[config.mk]
export PLATFORM = sky130hd
export DESIGN_NAME = mem_access_unit_flat
export DESIGN_NICKNAME = d
export VERILOG_FILES = /design/src/rtl/mem_access_unit_if.sv /design/src/rtl/mem_access_unit.sv /design/src/flat_wrapper.sv
export SDC_FILE = /design/constraint.sdc
export NUM_CORES = 1
export LEC_CHECK = 0
export ABC_AREA = 1
export CORE_UTILIZATION = 45
export CTS_BUF_LIST = sky130_fd_sc_hd__clkbuf_4
export CTS_CLUSTER_SIZE = 14
export DETAILED_ROUTE_END_ITERATION = 6
export PLACE_DENSITY_LB_ADDON = 0.3
export SETUP_SLACK_MARGIN = 0.3
export SYNTH_ARGS = -nofsm -noshare
export SYNTH_HDL_FRONTEND = slang
export SYNTH_SLANG_ARGS = --single-unit
[constraint.sdc]
create_clock -name clk -period 2.8 [get_ports clk]
set_input_delay 0.56 -clock clk [delete_from_list [all_inputs] [get_ports clk]]
set_output_delay 0.56 -clock clk [all_outputs]
set_load 0.05 [all_outputs]
[src/rtl/mem_access_unit_if.sv]
`default_nettype none
// +--------------------------------------------------------------------+
// | mem_access_unit_if : pipeline request/response and memory bus       |
// | Revision 1.0                                                       |
// +--------------------------------------------------------------------+
interface mem_access_unit_if;
   logic        req_valid;
   logic        req_we;
   logic [31:0] req_addr;
   logic [31:0] req_wdata;
   logic [2:0]  SLCtrl;
   logic        req_ready;
   logic        bus_req;
   logic        bus_we;
   logic [31:0] bus_addr;
   logic [3:0]  bus_be;
   logic [31:0] bus_wdata;
   logic        bus_ack;
   logic [31:0] bus_rdata;
   logic        rsp_valid;
   logic [31:0] memD;
   logic [1:0]  bytesel;
   logic [2:0]  SLCtrl_out;
   logic        exc_adel;
   logic        exc_ades;
   logic        bus_err;

   // master: the access unit itself
   modport master (
      input  req_valid, req_we, req_addr, req_wdata, SLCtrl, bus_ack, bus_rdata,
      output req_ready, bus_req, bus_we, bus_addr, bus_be, bus_wdata,
             rsp_valid, memD, bytesel, SLCtrl_out, exc_adel, exc_ades, bus_err
   );

   // slave: pipeline plus memory environment around the unit
   modport slave (
      output req_valid, req_we, req_addr, req_wdata, SLCtrl, bus_ack, bus_rdata,
      input  req_ready, bus_req, bus_we, bus_addr, bus_be, bus_wdata,
             rsp_valid, memD, bytesel, SLCtrl_out, exc_adel, exc_ades, bus_err
   );
endinterface
`default_nettype wire

[src/rtl/mem_access_unit.sv]
`default_nettype none
// +--------------------------------------------------------------------+
// | mem_access_unit : load/store to word bus with lanes and timeout     |
// | Revision 1.0                                                       |
// +--------------------------------------------------------------------+
module mem_access_unit #(
   parameter int TIMEOUT_CYC = 16
) (
   input wire logic           clk,
   input wire logic           reset,
   mem_access_unit_if.master  mau
);

   localparam logic [2:0] c_slword      = 3'd0;
   localparam logic [2:0] c_slhalf      = 3'd1;
   localparam logic [2:0] c_slbyte      = 3'd2;
   localparam logic [2:0] c_slhalfu     = 3'd3;
   localparam logic [2:0] c_slbyteu     = 3'd4;
   localparam logic [2:0] c_slwordleft  = 3'd5;
   localparam logic [2:0] c_slwordright = 3'd6;
   localparam logic [7:0] c_limit       = 8'(TIMEOUT_CYC - 1);

   typedef enum logic [1:0] {
      IDLE = 2'd0,
      BUSY = 2'd1,
      RESP = 2'd2
   } state_t;

   state_t      state_q, state_d;
   logic [7:0]  cnt_q, cnt_d;
   logic [31:0] addr_q, addr_d;
   logic        we_q, we_d;
   logic [3:0]  be_q, be_d;
   logic [31:0] wdata_q, wdata_d;
   logic [31:0] memd_q, memd_d;
   logic [1:0]  bytesel_q, bytesel_d;
   logic [2:0]  slctrl_q, slctrl_d;
   logic        adel_q, adel_d;
   logic        ades_q, ades_d;
   logic        err_q, err_d;

   logic [1:0]  lane_a;
   logic [3:0]  lane_be;
   logic [31:0] lane_data;
   logic        misaligned;

   assign lane_a = mau.req_addr[1:0];

   always_comb begin
      lane_be    = 4'b0000;
      lane_data  = 32'd0;
      misaligned = 1'b0;
      case (mau.SLCtrl)
         c_slword: begin
            lane_be    = 4'b1111;
            lane_data  = mau.req_wdata;
            misaligned = (lane_a != 2'b00);
         end
         c_slhalf, c_slhalfu: begin
            lane_be    = 4'b0011 << {lane_a[1], 1'b0};
            lane_data  = mau.req_wdata << {lane_a[1], 4'b0000};
            misaligned = lane_a[0];
         end
         c_slbyte, c_slbyteu: begin
            lane_be   = 4'b0001 << lane_a;
            lane_data = mau.req_wdata << {lane_a, 3'b000};
         end
         // left-part store keeps the high-order bytes of the register
         c_slwordleft: begin
            lane_be   = 4'b1111 >> (2'd3 - lane_a);
            lane_data = mau.req_wdata >> {(2'd3 - lane_a), 3'b000};
         end
         c_slwordright: begin
            lane_be   = 4'b1111 << lane_a;
            lane_data = mau.req_wdata << {lane_a, 3'b000};
         end
         default: begin
            lane_be   = 4'b0000;
            lane_data = 32'd0;
         end
      endcase
      if (!mau.req_we) begin
         lane_be   = 4'b0000;
         lane_data = 32'd0;
      end
   end

   always_comb begin
      state_d   = state_q;
      cnt_d     = cnt_q;
      addr_d    = addr_q;
      we_d      = we_q;
      be_d      = be_q;
      wdata_d   = wdata_q;
      memd_d    = memd_q;
      bytesel_d = bytesel_q;
      slctrl_d  = slctrl_q;
      adel_d    = adel_q;
      ades_d    = ades_q;
      err_d     = err_q;
      case (state_q)
         IDLE: begin
            if (mau.req_valid) begin
               addr_d    = {mau.req_addr[31:2], 2'b00};
               we_d      = mau.req_we;
               be_d      = lane_be;
               wdata_d   = lane_data;
               memd_d    = 32'd0;
               bytesel_d = lane_a;
               slctrl_d  = mau.SLCtrl;
               cnt_d     = 8'd0;
               if (misaligned) begin
                  adel_d  = ~mau.req_we;
                  ades_d  = mau.req_we;
                  state_d = RESP;
               end else begin
                  state_d = BUSY;
               end
            end
         end
         BUSY: begin
            // an ack on the final allowed cycle wins over the timeout
            if (mau.bus_ack) begin
               if (!we_q) begin
                  memd_d = mau.bus_rdata;
               end
               state_d = RESP;
            end else if (cnt_q == c_limit) begin
               err_d   = 1'b1;
               state_d = RESP;
            end else begin
               cnt_d = cnt_q + 8'd1;
            end
         end
         RESP: begin
            adel_d  = 1'b0;
            ades_d  = 1'b0;
            err_d   = 1'b0;
            state_d = IDLE;
         end
         default: state_d = IDLE;
      endcase
   end

   always_ff @(posedge clk or negedge reset) begin
      if (!reset) begin
         state_q   <= IDLE;
         cnt_q     <= 8'd0;
         addr_q    <= 32'd0;
         we_q      <= 1'b0;
         be_q      <= 4'b0000;
         wdata_q   <= 32'd0;
         memd_q    <= 32'd0;
         bytesel_q <= 2'b00;
         slctrl_q  <= 3'd0;
         adel_q    <= 1'b0;
         ades_q    <= 1'b0;
         err_q     <= 1'b0;
      end else begin
         state_q   <= state_d;
         cnt_q     <= cnt_d;
         addr_q    <= addr_d;
         we_q      <= we_d;
         be_q      <= be_d;
         wdata_q   <= wdata_d;
         memd_q    <= memd_d;
         bytesel_q <= bytesel_d;
         slctrl_q  <= slctrl_d;
         adel_q    <= adel_d;
         ades_q    <= ades_d;
         err_q     <= err_d;
      end
   end

   // strobes decode straight from state so reset removes them without a clock
   assign mau.req_ready  = (state_q == IDLE);
   assign mau.bus_req    = (state_q == BUSY);
   assign mau.rsp_valid  = (state_q == RESP);
   assign mau.bus_we     = we_q;
   assign mau.bus_addr   = addr_q;
   assign mau.bus_be     = be_q;
   assign mau.bus_wdata  = wdata_q;
   assign mau.memD       = memd_q;
   assign mau.bytesel    = bytesel_q;
   assign mau.SLCtrl_out = slctrl_q;
   assign mau.exc_adel   = adel_q;
   assign mau.exc_ades   = ades_q;
   assign mau.bus_err    = err_q;

endmodule
`default_nettype wire

[src/flat_wrapper.sv]
// flat-port wrapper written by rule: the top's interface ports become plain ports
module mem_access_unit_flat 
#(
   parameter int TIMEOUT_CYC = 16
)
  (clk, reset, mau_req_valid, mau_req_we, mau_req_addr, mau_req_wdata, mau_SLCtrl, mau_bus_ack, mau_bus_rdata, mau_req_ready, mau_bus_req, mau_bus_we, mau_bus_addr, mau_bus_be, mau_bus_wdata, mau_rsp_valid, mau_memD, mau_bytesel, mau_SLCtrl_out, mau_exc_adel, mau_exc_ades, mau_bus_err);
  mem_access_unit_if mau_i ();
  input wire logic clk;
  input wire logic reset;
  input wire logic [$bits(mau_i.req_valid)-1:0] mau_req_valid;
  input wire logic [$bits(mau_i.req_we)-1:0] mau_req_we;
  input wire logic [$bits(mau_i.req_addr)-1:0] mau_req_addr;
  input wire logic [$bits(mau_i.req_wdata)-1:0] mau_req_wdata;
  input wire logic [$bits(mau_i.SLCtrl)-1:0] mau_SLCtrl;
  input wire logic [$bits(mau_i.bus_ack)-1:0] mau_bus_ack;
  input wire logic [$bits(mau_i.bus_rdata)-1:0] mau_bus_rdata;
  output wire logic [$bits(mau_i.req_ready)-1:0] mau_req_ready;
  output wire logic [$bits(mau_i.bus_req)-1:0] mau_bus_req;
  output wire logic [$bits(mau_i.bus_we)-1:0] mau_bus_we;
  output wire logic [$bits(mau_i.bus_addr)-1:0] mau_bus_addr;
  output wire logic [$bits(mau_i.bus_be)-1:0] mau_bus_be;
  output wire logic [$bits(mau_i.bus_wdata)-1:0] mau_bus_wdata;
  output wire logic [$bits(mau_i.rsp_valid)-1:0] mau_rsp_valid;
  output wire logic [$bits(mau_i.memD)-1:0] mau_memD;
  output wire logic [$bits(mau_i.bytesel)-1:0] mau_bytesel;
  output wire logic [$bits(mau_i.SLCtrl_out)-1:0] mau_SLCtrl_out;
  output wire logic [$bits(mau_i.exc_adel)-1:0] mau_exc_adel;
  output wire logic [$bits(mau_i.exc_ades)-1:0] mau_exc_ades;
  output wire logic [$bits(mau_i.bus_err)-1:0] mau_bus_err;
  assign mau_i.req_valid = mau_req_valid;
  assign mau_i.req_we = mau_req_we;
  assign mau_i.req_addr = mau_req_addr;
  assign mau_i.req_wdata = mau_req_wdata;
  assign mau_i.SLCtrl = mau_SLCtrl;
  assign mau_i.bus_ack = mau_bus_ack;
  assign mau_i.bus_rdata = mau_bus_rdata;
  assign mau_req_ready = mau_i.req_ready;
  assign mau_bus_req = mau_i.bus_req;
  assign mau_bus_we = mau_i.bus_we;
  assign mau_bus_addr = mau_i.bus_addr;
  assign mau_bus_be = mau_i.bus_be;
  assign mau_bus_wdata = mau_i.bus_wdata;
  assign mau_rsp_valid = mau_i.rsp_valid;
  assign mau_memD = mau_i.memD;
  assign mau_bytesel = mau_i.bytesel;
  assign mau_SLCtrl_out = mau_i.SLCtrl_out;
  assign mau_exc_adel = mau_i.exc_adel;
  assign mau_exc_ades = mau_i.exc_ades;
  assign mau_bus_err = mau_i.bus_err;
  mem_access_unit #(.TIMEOUT_CYC(TIMEOUT_CYC)) u_core (.clk(clk), .reset(reset), .mau(mau_i));
endmodule
Word-level counts from Yosys, hierarchy flattened
Index checks and enable logic that the tools add are counted.
{ "op_classes": {"addsub": 2, "n_eq_ne": 17, "shifts": 7, "mux": 27, "bitwise_logic": 1, "n_reduce_logical": 15} }
{ "ops": {"columns": ["op", "count"], "rows": [
  ["32-bit 2-to-1 mux", 4],
  ["32-bit case mux with 4 select lines", 1],
  ["32-bit case mux with 2 select lines", 1],
  ["32-bit by 5-bit left shift with 32-bit output", 2],
  ["32-bit by 5-bit >> shifter with 32-bit output", 1],
  ["8-bit 2-to-1 mux", 3],
  ["4-bit case mux with 5 select lines", 1],
  ["8-bit case mux with 2 select lines", 1],
  ["2-bit inequality test (second input constant)", 5],
  ["3-bit equality test (second input constant)", 3],
  ["8-bit by 1-bit adder with 8-bit output (second input constant)", 1],
  ["8-bit by 4-bit equality test with 1-bit output (second input constant)", 1],
  ["2-bit 2-to-1 mux", 4],
  ["1-bit case mux with 2 select lines", 4],
  ["4-bit AND reduction", 2],
  ["2-bit nonzero test", 4],
  ["3-bit by 2-bit equality test with 1-bit output (second input constant)", 2],
  ["1-bit 2-to-1 mux", 6],
  ["3-bit AND reduction", 2],
  ["4-bit 2-to-1 mux", 1],
  ["2-bit by 1-bit inequality test with 1-bit output (second input constant)", 2],
  ["2-bit case mux with 2 select lines", 1],
  ["2-bit AND reduction", 2],
  ["2-bit OR reduction", 2],
  ["other kinds (13)", 13]
]} }
{ "word_totals": {"ff_bits": 117, "input_bits": 104, "output_inout_bits": 112, "word_cells": 81} }

Depth between registers and ports, before layout
Gate-level depths: netlist of run 1.
{ "logic_depth": {"depth_word": 6, "mapped_depth": 11, "ltp_nobuf": 9} }

Worst setup path before layout of run 1
OpenSTA, ideal clock, no wires.
{ "synth_timing": {"path_kind": "reg-to-output", "from": "register u_core.state_q[1]", "to": "output port mau_bus_req", "t_arrival_ns": 1.259, "t_required_ns": 2.240, "slack_ns": 0.981, "path_stages_with_launch": 5, "cell_sequence": "dfrtp_1 inv_1 nand2_2 inv_1 clkbuf_1"} }
{ "synth_via": {"elab_chain_len": 1} }
{ "synth_lines": {"columns": ["item", "line_no", "text"], "rows": [
  ["start: declaration", "mem_access_unit.sv:29", "state_t state_q, state_d;"],
  ["start signal: assignment", "mem_access_unit.sv:160", "state_q <= state_d;"],
  ["2-bit by 1-bit equality test with 1-bit output", "mem_access_unit.sv:177", "assign mau.bus_req = (state_q == BUSY);"],
  ["end: declaration", "flat_wrapper.sv:18", "output wire logic [$bits(mau_i.bus_req)-1:0] mau_bus_req;"]
]} }
No other way between the ends.

Final worst setup path of run 1
{ "layout_timing": {"from": "register u_core.wdata_q[24] (netlist: u_core.mau.bus_wdata[24])", "to": "output port mau_bus_wdata[24]"} }
{ "layout_rtl": {"columns": ["item", "line_no", "text"], "rows": [
  ["start: declaration", "mem_access_unit.sv:34", "logic [31:0] wdata_q, wdata_d;"],
  ["start signal: assignment", "mem_access_unit.sv:165", "wdata_q <= wdata_d;"],
  ["end: declaration", "flat_wrapper.sv:22", "output wire logic [$bits(mau_i.bus_wdata)-1:0] mau_bus_wdata;"]
]} }
No word-level cell between the ends.

==> impl_metrics.yaml, run 1 <==
detailed_routing:
  vias: 6692
  postRouteAntennaNets: 0
  wire_per_inst_um: 14.9
  drt-vias-per-instance: 5.16
  wl_um: 19400
  drcViolationCount: 2
  dr.pass1.iters: 7
  initialDrtViolationCount: 524
placed_design:
  hpwl_um: 13600
  place_ws_ns: 0.114
  dp_cells: 1263
  port_buffers: 213
  gp_congestion: 0.883
clock_tree:
  cts_made_buffers: 17
  h-tree-depth: 4
  cts-root-buf: "clkbuf_4"
  cts_buffer_depth: 2
  cts_tree: "done"
  path_clk_slew_ns: 0.11
  cts_setup_buffers: 0
  worstSkewPairLatency_ns: 0.56
  clock_sinks: 117
power:
  p_leak_nw: 4.37
  vdd.ir_drop.worst_mv: 0.438
  p_total_mw: 9.90
  power_density_mw_per_mm2: 1100
min_path:
  min_path_type: "flip-flop to flip-flop"
cells_and_area:
  utilization_pct: 64.7
  drive_above_1_share_pct: 6.19
  seqCellArea_mm2: 0.00293
  area_growth_pct: 40.6
  final_cells: 1296
  multi_input_area_mm2: 0.00289
  n_fill_cell: 1245
  nets: 1208
synthesis:
  synth-seq-cells: 117
  synth_cell_types: 31
  ys_warn_count: 0
  ys_seq_area_share_pct: 45.9
  syn_area_per_cell_um2: 7.06
  syn_area_mm2: 0.00638
  synth_cells: 904
timing:
  slew_viol_final: 0
  tns_ns: 0
  fmax_ghz: 0.415
  fin_crit_sh_pct: 86.1
  setup_slack_ns: 0.390
  min_period_ns: 2.41
  rsz0062_at_grt: "false"
  worst_pin_slew_ns: 1.24
  setup_viol: 0
  slew_headroom_pct: 17.4
  hold_viol: 0
  clock_skew_ns: 0.0173
global_route:
  antenna_found_initial: 1
  gr-total-overflow: 0
  grt_max_degree: 49
  grt_pass1_vias: 6091
  grt_pass1_wl_um: 30400
  grtUsageTotal_pct: 26.9
critical_path:
  crit_slowest_cell: "clkdlybuf4s50_1"
  crit_chain: "clkdlybuf4s50_1"
  worstPathRequired_ns: 2.24
  path_class: "flip-flop to primary output"
  worstSetupEndpointType: "primary output"
  start_kind: "flip-flop"
  reg2reg_setup_slack_ns: 0.61
  cp_data_arrival_time_ns: 1.85
  cp_num_buf_inv: 1
  critical-path-max-stage-delay_ns: 0.85
  critPathMaxFanout: 2
  cpLargestDelayFamily: "buffers and inverters"
floorplanning:
  start_util_pct: 46.0
  core_mm2: 0.0139
  die_w_um: 121
  pin_count: 216
  row_count: 43
  fp.dieArea_mm2: 0.0147
  die_height_um: 121
outcome:
  status: "complete, but fails checks"
  violations: "DRC"
run:
  drv_cap: 0
[final timing paths]
| check | from | endpoint | cells after the start |
|---|---|---|---|
| worst max-delay path | u_core.mau.bus_wdata[24]$_DFFE_PN0P_ | mau_bus_wdata[24] | 1 |
| worst min-delay path | u_core.mau.bus_addr[17]$_DFFE_PN0P_ | u_core.mau.bus_addr[17]$_DFFE_PN0P_ | 2 |
| worst max register to register | u_core.state_q[1]$_DFFE_PN0P_ | u_core.mau.memD[12]$_DFFE_PN0P_ | 6 |
| worst min register to register | u_core.mau.bus_addr[17]$_DFFE_PN0P_ | u_core.mau.bus_addr[17]$_DFFE_PN0P_ | 2 |
| max in group asynchronous | reset | u_core.mau.memD[17]$_DFFE_PN0P_ | 3 |
| min in group asynchronous | reset | u_core.mau.bus_be[1]$_DFFE_PN0P_ | 2 |
[layout by cell type, fill, tap and decap left out, types with 5 or more instances in the layout]
| master | netlist | layout |
|---|---|---|
| nor2_1 | 38 | 38 |
| o211ai_1 | 8 | 8 |
| inv_1 | 73 | 73 |
| nand4_1 | 10 | 10 |
| a21oi_1 | 6 | 6 |
| inv_2 | 5 | 5 |
| nand3_1 | 111 | 111 |
| dfrtp_1 | 117 | 117 |
| o21ai_0 | 81 | 81 |
| buf_4 | 6 | 14 |
| nand2_1 | 376 | 376 |
| clkbuf_4 | 0 | 17 |
| o21ai_1 | 5 | 5 |
| clkdlybuf4s50_1 | 0 | 207 |
| buf_12 | 0 | 5 |
[Yosys cell counts]
master    instances  area, um2
a211o_1           1       8.76
a21oi_1           6       30.0
a31oi_4           1       21.3
buf_1             3       11.3
buf_2            22        110
buf_4             6       45.0
buf_6             4       45.0
clkbuf_1         17       63.8
conb_1            1       3.75
dfrtp_1         117       2930
ha_1              1       12.5
inv_1            73        274
inv_2             5       18.8
nand2_1         376       1410
nand2_2           3       18.8
nand2_4           1       11.3
nand3_1         111        556
nand3_2           1       10.0
nand3b_1          2       15.0
nand4_1          10       62.6
nor2_1           38        143
nor2_2            3       18.8
nor3_1            1       5.00
nor3_2            1       10.0
o211ai_1          8       60.1
o21ai_0          81        405
o21ai_1           5       25.0
o21ai_2           1       8.76
o31ai_4           1       21.3
or2_2             2       12.5
xor2_1            2       17.5
[power breakdown]
group          leakage, nW  switching [mW]  internal, mW  total [mW]
Clock                0.157           0.675         0.696        1.37
Combinational         2.67            3.98          1.77        5.75
Sequential            1.54           0.402          2.37        2.78
Total                 4.37            5.06          4.84        9.90
[timing repair]
action                                  in CTS  in global routing
gates resized for setup                      2                  1
endpoints found under the setup margin       2                  1
endpoints found under the hold margin       28                  0
hold buffers                                 1                  0
[state kept, by name, indices dropped and copies added (netlist names), 2 cells and up]
signal and flops:
u_core.cnt_q 8, u_core.mau.SLCtrl_out 3, u_core.mau.bus_addr 30, u_core.mau.bus_be 4, u_core.mau.bus_wdata 32, u_core.mau.bytesel 2
u_core.mau.memD 32, u_core.state_q 2
[metal layers]
layer  share of wire [%]  vias to the layer above  track usage [%]
li1                    -                     3266                -
met4                 2.6                        0             12.9
met2                  47                      325             43.4
met1                  41                     3059             33.9
met5                   0                        -                0
met3                 9.3                       42             6.34
[per-stage QoR]
stage	hold WS, ns	instance area (um2)
2_1_floorplan	0.264	6390
3_3_place_gp	0.453	8650
3_5_place_dp	0.457	8650
4_1_cts	0.483	8970
5_1_grt	0.502	8970
6_report	0.481	8980
[logic make-up after synthesis]
logic type / Yosys count / synth area share, %
buf+inv: 130 / 8.90
compound gates: 104 / 9.09
simple gates: 549 / 35.6
flops: 117 / 45.9
xor+xnor: 2 / 0.274
fa+ha+maj: 1 / 0.196
other cells: 1 / 0.0587
[cell type report]
cell class	count	share of cell area, %
Inverter	78	3.26
Tap cell	180	2.51
Multi-Input combinational cell	658	32.2
Timing Repair Buffer	231	25.9
Clock buffer	17	1.42
Antenna cell	1	0.0279
Clock inverter	14	2.08
Sequential cell	117	32.6
(Power assumes the default switching activity.)
==> run 2: changes to the inputs <==
--- a/config.mk
+++ b/config.mk
@@ -5,7 +5,7 @@
 export SDC_FILE = /design/constraint.sdc
 export NUM_CORES = 1
 export LEC_CHECK = 0
-export ABC_AREA = 1
+export CORE_MARGIN = 2
 export CORE_UTILIZATION = 45
 export CTS_BUF_LIST = sky130_fd_sc_hd__clkbuf_4
 export CTS_CLUSTER_SIZE = 14
==> run 2 against run 1 <==
Net effect: the flow now finishes without violations; die area shrank 4.2%; final cell count fell by 20%; hold slack got worse by 0.44 ns; flip-flop and latch count is the same; largest cell class unchanged; clock power shrank 26%; critical path type unchanged; largest power group unchanged; count of clock-buffer cells in the layout up 2; non-clock buffer count up 5; total power decreased by 3.7%; highest routed layer unchanged; first-iteration DRC count down 20%.
==> impl_metrics.yaml, run 2 <==
power:
  p_total_mw: 9.53
  vdd.ir_drop.worst_mv: 0.564
  p_leak_nw: 3.74
  power_density_mw_per_mm2: 1130
global_route:
  grt_max_degree: 50
  antenna_found_initial: 0
  grtUsageTotal_pct: 25.6
  gr-total-overflow: 0
  grt_pass1_vias: 5760
  grt_pass1_wl_um: 28700
synthesis:
  synth-seq-cells: 117
  synth_cells: 654
  synth_top_area_cell: "dfrtp_1"
  ys_warn_count: 0
  synth_top_family_by_area: "simple AND/OR/NAND/NOR gates"
  synth_compound_area_share_pct: 17.6
  synth-async-reset-ratio_pct: 100
  synth.mux.area_fraction_pct: 8.59
  yosys.area_share.simple_pct: 18.9
  synthAdderAreaFrac_pct: 0.212
  syn_area_per_cell_um2: 9.02
  synth_xor_area_share_pct: 0.594
  synth_top_area_share_pct: 49.6
  ys.flop_type: "dfrtp_1"
  synth_cell_types: 53
  synth_most_common_cell: "nand2_1"
  synth.area.top_cells: "dfrtp_1, nand2_1, o21ai_0, mux2i_1, a22oi_1"
  syn_area_mm2: 0.00590
  ys_seq_area_share_pct: 49.6
  synth_commonest_cells: "nand2_1, dfrtp_1, o21ai_0, mux2i_1, clkbuf_1"
  synth_edf_count: 0
critical_path:
  path_class: "flip-flop to primary output"
  timing.rr.start: "u_core.state_q[0]$_DFFE_PN0P_"
  cp_data_arrival_time_ns: 1.82
  cpLargestDelayFamily: "buffers and inverters"
  critPathMaxFanout: 2
  worstPathRequired_ns: 2.24
  crit_slowest_cell: "clkdlybuf4s50_1"
  start_kind: "flip-flop"
  critical-path-max-stage-delay_ns: 0.85
  crit_chain: "clkdlybuf4s50_1"
  critPathLaunch: "u_core.mau.bus_wdata[9]$_DFFE_PN0P_"
  reg2reg_setup_slack_ns: 0.72
  worstSetupEndpointType: "primary output"
  cp_num_buf_inv: 1
cells_and_area:
  n_fill_cell: 1048
  diodes: 0
  layout_commonest_cell: "nand2_1"
  finalInstanceArea_mm2: 0.00842
  area_growth_pct: 42.6
  layout_common_cells: "nand2_1, clkdlybuf4s50_1, dfrtp_1"
  drive_above_1_share_pct: 8.73
  nets: 966
min_path:
  min_path_type: "primary input to asynchronous set/reset pin"
clock_tree:
  cts_buffer_depth: 2
  clock_sinks: 117
  cts_made_buffers: 17
  cts_hold_buf: 0
  h-tree-depth: 4
  worstSkewPairLatency_ns: 0.53
  cts-root-buf: "clkbuf_4"
  path_clk_slew_ns: 0.09
  cts_setup_buffers: 0
  cts_tree: "done"
timing:
  setup_viol: 0
  min_period_ns: 2.38
  fin_crit_sh_pct: 84.9
  rsz0062_at_grt: "false"
  setup_slack_ns: 0.424
  clock_skew_ns: 0.00929
  slew_headroom_pct: 35.1
  fmax_ghz: 0.421
  tns_ns: 0
  slew_viol_final: 0
  hold_viol: 0
  fin_hold_ws_ns: 0.0365
  worst_pin_slew_ns: 0.974
detailed_routing:
  vias: 5713
  initialDrtViolationCount: 418
  wl_um: 17600
  wire_per_inst_um: 16.9
  drcViolationCount: 0
  postRouteAntennaNets: 0
  dr.pass1.iters: 5
  drt-vias-per-instance: 5.48
placed_design:
  port_buffers: 213
  place_ws_ns: 0.0497
  place_area_mm2: 0.00821
  gp_congestion: 0.952
  hpwl_um: 13000
outcome:
  status: "finished, final reports clean"
floorplanning:
  pin_count: 216
  row_count: 41
  core_mm2: 0.0127
  start_util_pct: 46.4
  fp.dieArea_mm2: 0.0140
  die_w_um: 119
  die_height_um: 119
run:
  drv_cap: 0
-- run 2: changes by cell type after synthesis, moves of 18 or more --
cell,change
nand2_1,-164
nand3_1,-104
inv_1,-67
mux2i_1,+30
a22oi_1,+22
nor2_1,-18
-- run 2: repair_timing --
item | in CTS | in global routing
gates cloned | 0 | 0
setup endpoints to repair | 3 | 2
gates resized for setup | 3 | 3
-- run 2: logic make-up after synthesis --
family | count (synthesis)
compound gates | 161
xor+xnor | 4
fa+ha+maj | 1
buf+inv | 55
flops | 117
mux | 45
other cells | 1
simple gates | 270
-- run 2: through the flow --
step / cells / util, %
after detailed placement: 1014 / 64.5
after CTS: 1043 / 66.2
final: 1043 / 66.2
after floorplan: 655 / -
after global routing: 1043 / 66.2
after global placement: 1014 / 64.5
-- run 2: final cells by class --
class	count	area (um2)	area share, %
inverters	6	22.5	0.268
well taps	172	215	2.56
clock inverters	10	67.6	0.803
clock buffers	19	143	1.69
multi-input cells	483	2740	32.5
repair buffers	236	2300	27.4
flip-flops and latches	117	2930	34.8
-- run 2: worst paths after layout --
| kind | end | depth (start not counted) |
|---|---|---|
| worst max-delay path | mau_bus_wdata[9] | 1 |
| worst min-delay path | u_core.mau.bus_addr[27]$_DFFE_PN0P_ | 1 |
| worst max register to register | u_core.mau.memD[20]$_DFFE_PN0P_ | 4 |
| worst min register to register | u_core.mau.bus_addr[27]$_DFFE_PN0P_ | 2 |
| max in group asynchronous | u_core.mau.bus_wdata[9]$_DFFE_PN0P_ | 2 |
| min in group clk | u_core.mau.bus_addr[27]$_DFFE_PN0P_ | 2 |
-- run 2: power by group --
| group | leakage [nW] | switching [mW] | internal [mW] |
|---|---|---|---|
| combinational | 2.09 | 3.90 | 1.80 |
| sequential | 1.54 | 0.434 | 2.39 |
| clock | 0.123 | 0.583 | 0.422 |
| total | 3.74 | 4.92 | 4.61 |
-- run 2: layer usage --
layer	track usage (%)	vias to the layer above	share of wire [%]
met5	0	-	0
met4	11.9	0	2.9
met3	5.65	43	7.2
met2	42.0	304	49
met1	32.1	2699	41
li1	-	2667	-
==> run 3: changes to the inputs <==
==> constraint.sdc (replaced) <==
create_clock -name clk -period 2.5 [get_ports clk]
set_input_delay 0.5 -clock clk [delete_from_list [all_inputs] [get_ports clk]]
set_output_delay 0.5 -clock clk [all_outputs]
set_load 0.05 [all_outputs]
==> run 3 against run 2 <==
Net effect: combinational power rose by 5.8%; register-to-register slack got worse by 0.19 ns; global-route usage rose by 0.27 points; worst setup slack got worse by 0.093 ns; wire length rose by 3.8%; final area rose by 1.7%; flip-flop and latch count did not move; clock skew rose by 0.0050 ns; largest power group unchanged; highest routed layer unchanged.
==> impl_metrics.yaml, run 3 (synthesis results as in run 2) <==
outcome:
  status: "finished, final reports clean"
timing:
  clock_skew_ns: 0.0143
  slew_headroom_pct: 47.1
  setup_viol: 0
  min_period_ns: 2.17
  slew_viol_final: 0
  worst_pin_slew_ns: 0.792
  fin_crit_sh_pct: 86.8
  hold_viol: 0
  rsz0062_at_grt: "true"
  fmax_ghz: 0.461
critical_path:
  reg2reg_setup_slack_ns: 0.53
  crit_slowest_cell: "dfrtp_2"
  r2r_end: "u_core.mau.bus_be[3]$_DFFE_PN0P_"
  critPathLaunch: "u_core.state_q[0]$_DFFE_PN0P_"
  worstPathRequired_ns: 2.00
  start_kind: "flip-flop"
  crit_chain: "nor2b_2, buf_12, buf_12"
  critPathMaxFanout: 36
  worstSetupEndpointType: "primary output"
  critical-path-max-stage-delay_ns: 0.46
  cp_data_arrival_time_ns: 1.67
  path_common_cell: "buf_12"
  timing.rr.start: "u_core.state_q[1]$_DFFE_PN0P_"
  path_class: "flip-flop to primary output"
  rr_worst_depth: 6
detailed_routing:
  vias: 5725
  drcViolationCount: 0
  postRouteAntennaNets: 0
  wl_um: 18300
  dr.pass1.iters: 6
  drt-vias-per-instance: 5.45
  initialDrtViolationCount: 530
  wire_per_inst_um: 17.4
cells_and_area:
  area_growth_pct: 45.0
  drive_above_1_share_pct: 10.0
  n_fill_cell: 1083
  layout_common_cells: "nand2_1, dfrtp_1, clkdlybuf4s50_1"
  finalInstanceArea_mm2: 0.00856
  layout_commonest_cell: "nand2_1"
  diodes: 0
  nets: 971
  final_cells: 1051
floorplanning:
  core_mm2: 0.0127
  die_height_um: 119
  fp.dieArea_mm2: 0.0140
  start_util_pct: 46.4
  row_count: 41
  die_w_um: 119
  pin_count: 216
global_route:
  gr-total-overflow: 0
  grtUsageTotal_pct: 25.8
  grt_pass1_vias: 5676
  antenna_found_initial: 0
  grt_pass1_wl_um: 29200
  grt_max_degree: 65
clock_tree:
  h-tree-depth: 4
  cts_setup_buffers: 0
  cts_buffer_depth: 2
  cts_made_buffers: 17
  cts-root-buf: "clkbuf_4"
  cts_tree: "done"
  worstSkewPairLatency_ns: 0.50
  path_clk_slew_ns: 0.12
  clock_sinks: 117
placed_design:
  hpwl_um: 13300
  port_buffers: 213
  dp_cells: 1017
  place_area_mm2: 0.00831
  gp_congestion: 0.915
power:
  clkPwrFrac_pct: 13.0
  seq_power_share_pct: 29.8
  p_leak_nw: 4.35
  power_frac_comb_pct: 57.2
  power_density_mw_per_mm2: 1230
  internal-power_mw: 4.92
  vdd.ir_drop.worst_mv: 0.696
  power_switching_mw: 5.62
  swShare_pct: 53.3
min_path:
  min_to: "u_core.mau.bytesel[1]$_DFFE_PN0P_"
  min_path_type: "primary input to flip-flop"
  holdPathStages: 3
  hp-start: "mau_req_addr[1]"
run:
  drv_cap: 0
==> run 3: final cells by class <==
type                       instances  area (um2)  share of cell area, %
tap                              172         215                   2.52
clock inverter                    15         155                   1.81
sequential                       117        2930                   34.2
timing repair buffer             241        2370                   27.7
multi-input combinational        483        2740                   32.0
inverter                           6        22.5                  0.263
clock buffer                      17         128                   1.49
==> run 3: power groups by stage <==
stage	sequential, mW	clock (mW)	combinational, mW
3_5_place_dp	3.21	0	6.45
3_3_place_gp	3.17	0	6.34
4_1_cts	3.15	1.41	6.02
6_report	3.14	1.37	6.03
2_1_floorplan	5.78	0	1.47
5_1_grt	3.25	1.49	6.35
==> run 3: per-layer routing <==
| layer | global-route usage (%) | share of wire [%] | vias up |
|---|---|---|---|
| li1 | - | - | 2687 |
| met1 | 32.2 | 41 | 2748 |
| met2 | 44.0 | 51 | 259 |
| met3 | 5.50 | 6.3 | 31 |
| met4 | 9.67 | 1.8 | 0 |
| met5 | 0 | 0 | - |
==> run 3: critical path, delay by kind of cell, from the launching register on <==
family                 cells  cell delay, ns
flip-flops                 1            0.46
buffers and inverters      2            0.39
AND/OR/NAND/NOR            1            0.30
==> run 3: worst max-delay path by stage <==
stage                                                end  slack (ns)  cells after the start
floorplan           u_core.mau.bus_wdata[23]$_DFFE_PN0P_        0.38                      6
finish                                       mau_bus_req        0.33                      3
global route                                 mau_bus_req        0.24                      3
detailed placement       u_core.mau.memD[30]$_DFFE_PN0P_       -0.16                      4
global placement         u_core.mau.memD[18]$_DFFE_PN0P_       -0.06                      4
CTS                                      mau_bus_addr[4]        0.30                      1
==> run 3: what timing repair did <==
action,CTS,global route
pin swaps,1,0
hold endpoints to repair,6,0
endpoints found under the setup margin,99,17
gates resized for setup,102,16
hold buffers,1,0
==> run 3: per-stage QoR <==
stage | util [%] | TNS [ns] | total power [mW] | hold WS (ns) | setup slack, ns
4_1_cts | 66.8 | 0 | 10.6 | 0.324 | 0.300
2_1_floorplan | - | 0 | 7.25 | 0.204 | 0.376
3_3_place_gp | 65.3 | -1.63 | 9.51 | 0.461 | -0.0585
3_5_place_dp | 65.3 | -3.19 | 9.65 | 0.462 | -0.160
6_report | 67.3 | 0 | 10.5 | 0.369 | 0.331
5_1_grt | 67.3 | 0 | 11.1 | 0.328 | 0.237
